**src/rtl/mem_port_arbiter_if.sv**
```systemverilog
// Bundle between the two-requester RAM arbiter and its surroundings:
// requester handshakes, shared read data and the single synchronous RAM port.
interface mem_port_arbiter_if #(
    parameter int unsigned DATA_WIDTH = 16,
    parameter int unsigned ADDR_WIDTH = 10
);
    logic                  req0;
    logic                  req1;
    logic                  we0;
    logic                  we1;
    logic [ADDR_WIDTH-1:0] addr0;
    logic [ADDR_WIDTH-1:0] addr1;
    logic [DATA_WIDTH-1:0] wdata0;
    logic [DATA_WIDTH-1:0] wdata1;
    logic                  ack0;
    logic                  ack1;
    logic [DATA_WIDTH-1:0] rdata;
    logic                  busy;
    logic [ADDR_WIDTH-1:0] ram_addr;
    logic [DATA_WIDTH-1:0] ram_data;
    logic                  ram_we;
    logic [DATA_WIDTH-1:0] ram_q;

    modport slave (
        input  req0, req1, we0, we1, addr0, addr1, wdata0, wdata1, ram_q,
        output ack0, ack1, rdata, busy, ram_addr, ram_data, ram_we
    );

    modport master (
        output req0, req1, we0, we1, addr0, addr1, wdata0, wdata1, ram_q,
        input  ack0, ack1, rdata, busy, ram_addr, ram_data, ram_we
    );
endinterface

```
**src/rtl/mem_port_arbiter.sv**
```systemverilog
// Two-requester arbiter for one synchronous RAM port: IDLE -> ACCESS -> RESP,
// alternating priority under contention, one transaction every three cycles.
module mem_port_arbiter #(
    parameter int unsigned DATA_WIDTH = 16,
    parameter int unsigned ADDR_WIDTH = 10
) (
    input  logic                clk,
    input  logic                reset,
    mem_port_arbiter_if.slave   bus
);
    typedef enum logic [1:0] {
        IDLE   = 2'd0,
        ACCESS = 2'd1,
        RESP   = 2'd2
    } state_e;

    state_e                state_q, state_d;
    logic                  prio_q, prio_d;
    logic                  owner_q, owner_d;
    logic                  lat_we_q, lat_we_d;
    logic [ADDR_WIDTH-1:0] ram_addr_q, ram_addr_d;
    logic [DATA_WIDTH-1:0] ram_data_q, ram_data_d;
    logic                  ram_we_q, ram_we_d;
    logic                  ack0_q, ack0_d;
    logic                  ack1_q, ack1_d;
    logic                  busy_q, busy_d;
    logic [DATA_WIDTH-1:0] rdata_q, rdata_d;
    logic                  win_c;

    // Winner index: prio breaks ties, a lone requester always wins.
    assign win_c = (bus.req0 && bus.req1) ? prio_q : !bus.req0;

    always_ff @(posedge clk) begin
        if (reset) state_q <= IDLE;
        else       state_q <= state_d;
    end

    always_comb begin
        state_d = state_q;
        case (state_q)
            IDLE:    if (bus.req0 || bus.req1) state_d = ACCESS;
            ACCESS:  state_d = RESP;
            RESP:    state_d = IDLE;
            default: state_d = IDLE;
        endcase
    end

    // Registered outputs are computed one cycle ahead of the state they belong to.
    always_comb begin
        prio_d     = prio_q;
        owner_d    = owner_q;
        lat_we_d   = lat_we_q;
        ram_addr_d = ram_addr_q;
        ram_data_d = ram_data_q;
        rdata_d    = rdata_q;
        ram_we_d   = 1'b0;
        ack0_d     = 1'b0;
        ack1_d     = 1'b0;
        case (state_q)
            IDLE: begin
                if (bus.req0 || bus.req1) begin
                    owner_d    = win_c;
                    lat_we_d   = win_c ? bus.we1    : bus.we0;
                    ram_addr_d = win_c ? bus.addr1  : bus.addr0;
                    ram_data_d = win_c ? bus.wdata1 : bus.wdata0;
                    ram_we_d   = lat_we_d;
                end
            end
            ACCESS: begin
                ack0_d = !owner_q;
                ack1_d = owner_q;
            end
            RESP: begin
                prio_d = !owner_q;
                if (!lat_we_q) rdata_d = bus.ram_q;
            end
            default: ;
        endcase
        busy_d = (state_d != IDLE);
    end

    always_ff @(posedge clk) begin
        if (reset) begin
            prio_q     <= 1'b0;
            owner_q    <= 1'b0;
            lat_we_q   <= 1'b0;
            ram_addr_q <= '0;
            ram_data_q <= '0;
            ram_we_q   <= 1'b0;
            ack0_q     <= 1'b0;
            ack1_q     <= 1'b0;
            busy_q     <= 1'b0;
            rdata_q    <= '0;
        end else begin
            prio_q     <= prio_d;
            owner_q    <= owner_d;
            lat_we_q   <= lat_we_d;
            ram_addr_q <= ram_addr_d;
            ram_data_q <= ram_data_d;
            ram_we_q   <= ram_we_d;
            ack0_q     <= ack0_d;
            ack1_q     <= ack1_d;
            busy_q     <= busy_d;
            rdata_q    <= rdata_d;
        end
    end

    assign bus.ack0     = ack0_q;
    assign bus.ack1     = ack1_q;
    assign bus.busy     = busy_q;
    assign bus.ram_we   = ram_we_q;
    assign bus.ram_addr = ram_addr_q;
    assign bus.ram_data = ram_data_q;
    // Read data arrives from the RAM during RESP; forward it then, hold it afterwards.
    assign bus.rdata    = (state_q == RESP && !lat_we_q) ? bus.ram_q : rdata_q;
endmodule

```
**src/flat_wrapper.sv**
```systemverilog
// flat-port wrapper written by rule: the top's interface ports become plain ports
module mem_port_arbiter_flat 
#(
    parameter int unsigned DATA_WIDTH = 16,
    parameter int unsigned ADDR_WIDTH = 10
)
  (clk, reset, bus_req0, bus_req1, bus_we0, bus_we1, bus_addr0, bus_addr1, bus_wdata0, bus_wdata1, bus_ram_q, bus_ack0, bus_ack1, bus_rdata, bus_busy, bus_ram_addr, bus_ram_data, bus_ram_we);
  mem_port_arbiter_if #(.DATA_WIDTH(DATA_WIDTH), .ADDR_WIDTH(ADDR_WIDTH)) bus_i ();
  input  logic clk;
  input  logic reset;
  input wire logic [$bits(bus_i.req0)-1:0] bus_req0;
  input wire logic [$bits(bus_i.req1)-1:0] bus_req1;
  input wire logic [$bits(bus_i.we0)-1:0] bus_we0;
  input wire logic [$bits(bus_i.we1)-1:0] bus_we1;
  input wire logic [$bits(bus_i.addr0)-1:0] bus_addr0;
  input wire logic [$bits(bus_i.addr1)-1:0] bus_addr1;
  input wire logic [$bits(bus_i.wdata0)-1:0] bus_wdata0;
  input wire logic [$bits(bus_i.wdata1)-1:0] bus_wdata1;
  input wire logic [$bits(bus_i.ram_q)-1:0] bus_ram_q;
  output wire logic [$bits(bus_i.ack0)-1:0] bus_ack0;
  output wire logic [$bits(bus_i.ack1)-1:0] bus_ack1;
  output wire logic [$bits(bus_i.rdata)-1:0] bus_rdata;
  output wire logic [$bits(bus_i.busy)-1:0] bus_busy;
  output wire logic [$bits(bus_i.ram_addr)-1:0] bus_ram_addr;
  output wire logic [$bits(bus_i.ram_data)-1:0] bus_ram_data;
  output wire logic [$bits(bus_i.ram_we)-1:0] bus_ram_we;
  assign bus_i.req0 = bus_req0;
  assign bus_i.req1 = bus_req1;
  assign bus_i.we0 = bus_we0;
  assign bus_i.we1 = bus_we1;
  assign bus_i.addr0 = bus_addr0;
  assign bus_i.addr1 = bus_addr1;
  assign bus_i.wdata0 = bus_wdata0;
  assign bus_i.wdata1 = bus_wdata1;
  assign bus_i.ram_q = bus_ram_q;
  assign bus_ack0 = bus_i.ack0;
  assign bus_ack1 = bus_i.ack1;
  assign bus_rdata = bus_i.rdata;
  assign bus_busy = bus_i.busy;
  assign bus_ram_addr = bus_i.ram_addr;
  assign bus_ram_data = bus_i.ram_data;
  assign bus_ram_we = bus_i.ram_we;
  mem_port_arbiter #(.DATA_WIDTH(DATA_WIDTH), .ADDR_WIDTH(ADDR_WIDTH)) u_core (.clk(clk), .reset(reset), .bus(bus_i));
endmodule
```
**config.mk**
```make
export PLATFORM = sky130hd
export DESIGN_NAME = mem_port_arbiter_flat
export DESIGN_NICKNAME = d
export VERILOG_FILES = /design/src/rtl/mem_port_arbiter_if.sv /design/src/rtl/mem_port_arbiter.sv /design/src/flat_wrapper.sv
export SDC_FILE = /design/constraint.sdc
export NUM_CORES = 1
export LEC_CHECK = 0
export ABC_AREA = 1
export ABC_CLOCK_PERIOD_IN_PS = 1400
export CAP_MARGIN = 20
export CORE_AREA = 2 2 83 85
export CTS_CLUSTER_SIZE = 24
export DETAILED_ROUTE_END_ITERATION = 6
export DIE_AREA = 0 0 85 87
export GPL_ROUTABILITY_DRIVEN = 0
export PLACE_DENSITY_LB_ADDON = 0.05
export SYNTH_ARGS = -nofsm -noshare
export SYNTH_HDL_FRONTEND = slang
export SYNTH_SLANG_ARGS = --single-unit
```
**constraint.sdc**
```tcl
create_clock -name clk -period 1.4 [get_ports clk]
set_input_delay 0.28 -clock clk [delete_from_list [all_inputs] [get_ports clk]]
set_output_delay 0.28 -clock clk [all_outputs]
set_load 0.005 [all_outputs]
```
[After elaboration in Yosys (flattened, before gate mapping)]
Index checks and enable logic that the tools add are counted.
Storage, ports and cells
  register bits after elaboration: 51
  word-level logic and storage cells: 36
  input bits: 74
  output and inout bits: 46
Cells by class
  bitwise operators: 4
  reduce and logical (&&, ||, !) cells: 12
  mux-type cells: 7
  equal/unequal tests: 2
Operator list (number)
  $mux 16: 2
  $mux 10: 1
  $not 1->1: 4
  $pmux 2 s2: 1
  $reduce_and 2->1: 2
  $logic_not 1->1: 3
  $reduce_or 3->1: 1
  $eq 2x1->1 const B: 1
  $eq 2x2->1 const B: 1
  $logic_and 1x1->1: 2
  $logic_not 2->1: 1
  $mux 1: 2
  $mux 2: 1
  $reduce_bool 2->1: 1
  $reduce_or 2->1: 1
  $logic_or 1x1->1: 1

[Depth between registers and ports, before layout]
Gate-level depths: netlist of the first run.
  depth in word-level cells: 4
  depth in mapped cells: 7
  mapped depth without buffers: 6

[Worst setup path after synthesis of the first run]
No wires, ideal clock.
  kind: register -> output
  start: register u_core.state_q[0]
  end: output port bus_rdata[0]
  buffers on the path: 1
  data arrival time: 0.947 ns
  required time: 1.120 ns
  path slack: 0.173 ns
  cell stages (with the launch flop): 6
  cells stage by stage: dfxtp_1 > nor3_4 > buf_4 > nand2_1 > nand2_1 > inv_1
Between the ends
  word-level cells in the longest chain between the ends: 3
RTL lines
  from (decl): line mem_port_arbiter.sv:17  | state_e state_q, state_d;
  from (signal assigned): line mem_port_arbiter.sv:35  | else state_q <= state_d;
  $eq 2x2->1: line mem_port_arbiter.sv:115  | assign bus.rdata = (state_q == RESP && !lat_we_q) ? bus.ram_q : rdata_q;
  $logic_and 1x1->1: line mem_port_arbiter.sv:115
  $mux 16: line mem_port_arbiter.sv:115
  to (decl): line flat_wrapper.sv:22  | output wire logic [$bits(bus_i.rdata)-1:0] bus_rdata;
No other way between the ends.

[Worst setup path in the final report of the first run]
  start: register u_core.state_q[1]
  end: register u_core.rdata_q[5]
Between the ends
  word-level cells in the longest chain between the ends: 2
RTL lines
  $eq 2x2->1: line mem_port_arbiter.sv:59  | case (state_q)
  $reduce_and 2->1 (no line)
  to (signal assigned): line mem_port_arbiter.sv:104  | rdata_q <= rdata_d;
  to (decl): line mem_port_arbiter.sv:27  | logic [DATA_WIDTH-1:0] rdata_q, rdata_d;
No other way between the ends.
A chain may end at the register's enable or synchronous reset.

==> out/metrics.cfg, run 1 <==
[synth]
yosysTopAreaCellShare_pct = 38.47
synth_nets = 502
async_flop_share_pct = 0
synth.largest_area_cell = dfxtp_1
synth.area.top_cells = dfxtp_1 (38%), nand2_1 (19%), inv_1 (11%)
avgSynthCellArea_um2 = 6.200
synth_common_cells = nand2_1 (134), inv_1 (80), nor2_1 (74)
syn-cell-area_mm2 = 0.002654
yosys_warnings = 0
ys_ff_latch = 51
yosysSeqAreaShare_pct = 38.47
synth-edff-count = 0
yosysUniqueCellTypes = 19
syn_inst = 428
yosysMostFrequentCell = nand2_1
ys.flop_type = dfxtp_1

[clock_network]
cts-buffers-inserted = 5
insertion_delay_ps = 310
cts.sinks = 51
htreeDepth = 2
clock_path_buffers = 2
root_buffer = clkbuf_8
tritoncts = yes
clk_pin_slew_ps = 100

[worst_setup_path]
critPathKind = reg2reg
worstSetupStartpointType = register
path_max_fanout = 5
worstPathRequired_ps = 1630
r2r_slack_ps = -410
crit_path_end_kind = register
critical_path_arrival_ps = 2050

[timing]
relSlewSlack_pct = 80.86
tightest_slew_ps = 287.1
setup_viol = 20
rsz0062_at_grt = yes
skew_ps = 7.896
worst_slack_ps = -412.6
hold_viol = 0
slew_violations = 0
period_needed_ps = 1813
clock.fmax_mhz = 551.7
finalCritPeriodShare_pct = 129.5

[outcome]
status = finished with violations
violations = setup timing

[floorplan]
core_mm2 = 0.006569
num_io_pins = 120
row_count = 30
initial_core_util_pct = 40.40
die_w_um = 85
die-area_mm2 = 0.007395
die_y_um = 87

[power_and_ir_drop]
p_seq_share_pct = 39.8
p_leak_nw = 2.585
switching_power_mw = 1.223
power.total_mw = 4.165
clockPowerShare_pct = 24.6
pwr_density_cell_mw_per_mm2 = 851.0
combPwrFrac_pct = 35.6
p_int_mw = 2.942
swShare_pct = 29.36
peakVddDrop_mv = 0.5371

[placed_design]
place_area_mm2 = 0.004106
dp_hpwl_um = 4729
io_buffer_count = 119
dp_worst_setup_slack_ps = -335.1

[global_routing]
track_usage_pct = 22.95
grt_pass1_vias = 2977
grt_pass1_wl_um = 13580
antenna_found_initial = 0
grt_overflow = 0
grt_max_degree = 31

[route]
post_drt_wl_per_cell_um = 13.23
wl_met1_um = 3592
wl_um = 9011
wl_met2_um = 4755
firstDrtPassIters = 4
vias_per_cell = 4.571
num_vias = 3113
dr_wl_met3_um = 473
highest_layer = met4
drc_errors = 0
drt_iter0_drc = 66
antenna_left = 0

[run]
drv_cap = 0

[finish]
multiInputGateArea_mm2 = 0.001498
design_area_mm2 = 0.004895
drive_above_1_share_pct = 29.78
diodes = 0
n_fill_cell = 501
nets = 674
final-seq-area_mm2 = 0.001044
syn_to_final_growth_pct = 84.44

[hold_path]
hp-class = in2reg

==> metal layers <==
layer / global-route usage, % / up-vias
li1: - / 1598
met1: 25.23 / 1413
met2: 43.11 / 88
met3: 4.739 / 14
met4: 8.802 / 0
met5: 0 / -
==> state kept, by name, indices dropped and copies added, names as in the netlist <==
signal and flops:
u_core.lat_we_q 1, u_core.state_q 2, u_core.bus.ram_addr 10, u_core.bus.ram_we 1, u_core.owner_q 1, u_core.bus.busy 1
u_core.bus.ram_data 16, u_core.prio_q 1, u_core.bus.ack1 1, u_core.rdata_q 16, u_core.bus.ack0 1
==> timing repair <==
action                                  4_1_cts  5_1_grt
gates cloned                                  2        0
pin swaps                                    25       26
endpoints found under the setup margin       46       29
gates resized for setup                     169       88
hold buffers                                  0        0
buffers inserted                             58       13
==> cell families (layout without fill, tap and decap cells) <==
| family | Yosys count | in the layout | synth area share (%) |
|---|---|---|---|
| simple gates | 243 | 244 | 36.87 |
| compound gates | 30 | 30 | 8.251 |
| flops | 51 | 51 | 38.47 |
| buf+inv | 104 | 276 | 16.41 |
==> final timing paths <==
check	cells past startpoint	startpoint	end
max reg2reg	13	u_core.state_q[1]$_SDFF_PP0_	u_core.rdata_q[5]$_SDFFE_PP0P_
min reg2reg	1	u_core.owner_q$_SDFFE_PP0P_	u_core.prio_q$_SDFFE_PP0N_
max	13	u_core.state_q[1]$_SDFF_PP0_	u_core.rdata_q[5]$_SDFFE_PP0P_
min	4	bus_req0	u_core.bus.ram_data[7]$_SDFFE_PP0P_
==> worst max-delay path, cell delays in order (launching register included) <==
cell and delay, ps:
dfxtp_2 360, inv_4 50, nor2_4 120, buf_6 140, nand2_8 80, buf_6 140
nand2_2 60, nand2_2 70, buf_4 130, buf_4 120, buf_4 120, buf_4 120
buf_4 120, nor2_1 110
==> per-stage QoR <==
step	instances	hold slack (ps)	setup TNS, ps	utilization (%)
after global routing	681	450.9	-7594	74.51
final	681	428.9	-6466	74.51
after CTS	702	423.8	-7422	72.88
after global placement	637	443.0	-7619	62.51
after floorplan	428	413.6	0	-
after detailed placement	637	455.1	-8462	62.51
==> layout make-up <==
cell class / instances / area share (%)
inverter: 81 / 6.263
clock buffer: 5 / 1.406
timing repair buffer: 187 / 37.47
sequential: 51 / 21.32
multi-input combinational: 274 / 30.60
clock inverter: 3 / 0.8947
tap: 80 / 2.045
==> power by group through the flow <==
stage | combinational, mW | clock, mW | sequential (mW)
6_report | 1.48 | 1.03 | 1.66
5_1_grt | 1.62 | 1.10 | 1.67
4_1_cts | 1.39 | 1.05 | 1.65
3_5_place_dp | 1.19 | 0 | 1.68
3_3_place_gp | 1.18 | 0 | 1.67
2_1_floorplan | 0.519 | 0 | 1.68
==> cells in the final DEF (no fill, tap or decap), types with 20 or more instances in the layout <==
cell type,instances
a21boi_1,23
buf_4,35
buf_6,32
clkdlybuf4s50_1,72
dfxtp_1,35
dlygate4sd2_1,30
inv_1,69
nand2_1,91
nand2_2,20
nand2_4,25
nand3_1,29
nor2_1,67
Power figures use the tool's default switching activity.
==> run 2, diff against run 1 <==
--- a/config.mk
+++ b/config.mk
@@ -6,7 +6,6 @@
 export NUM_CORES = 1
 export LEC_CHECK = 0
 export ABC_AREA = 1
-export ABC_CLOCK_PERIOD_IN_PS = 1400
 export CAP_MARGIN = 20
 export CORE_AREA = 2 2 83 85
 export CTS_CLUSTER_SIZE = 24
==> results of run 2 <==
Final layout, timing and power as in run 1 (identical DEF).
==> run 3, diff against run 2 <==
--- a/config.mk
+++ b/config.mk
@@ -12,7 +12,9 @@
 export DETAILED_ROUTE_END_ITERATION = 6
 export DIE_AREA = 0 0 85 87
 export GPL_ROUTABILITY_DRIVEN = 0
+export HOLD_SLACK_MARGIN = 0.05
 export PLACE_DENSITY_LB_ADDON = 0.05
+export SLEW_MARGIN = 10
 export SYNTH_ARGS = -nofsm -noshare
 export SYNTH_HDL_FRONTEND = slang
 export SYNTH_SLANG_ARGS = --single-unit
==> results of run 3 <==
Final layout, timing and power as in run 1 (identical DEF).
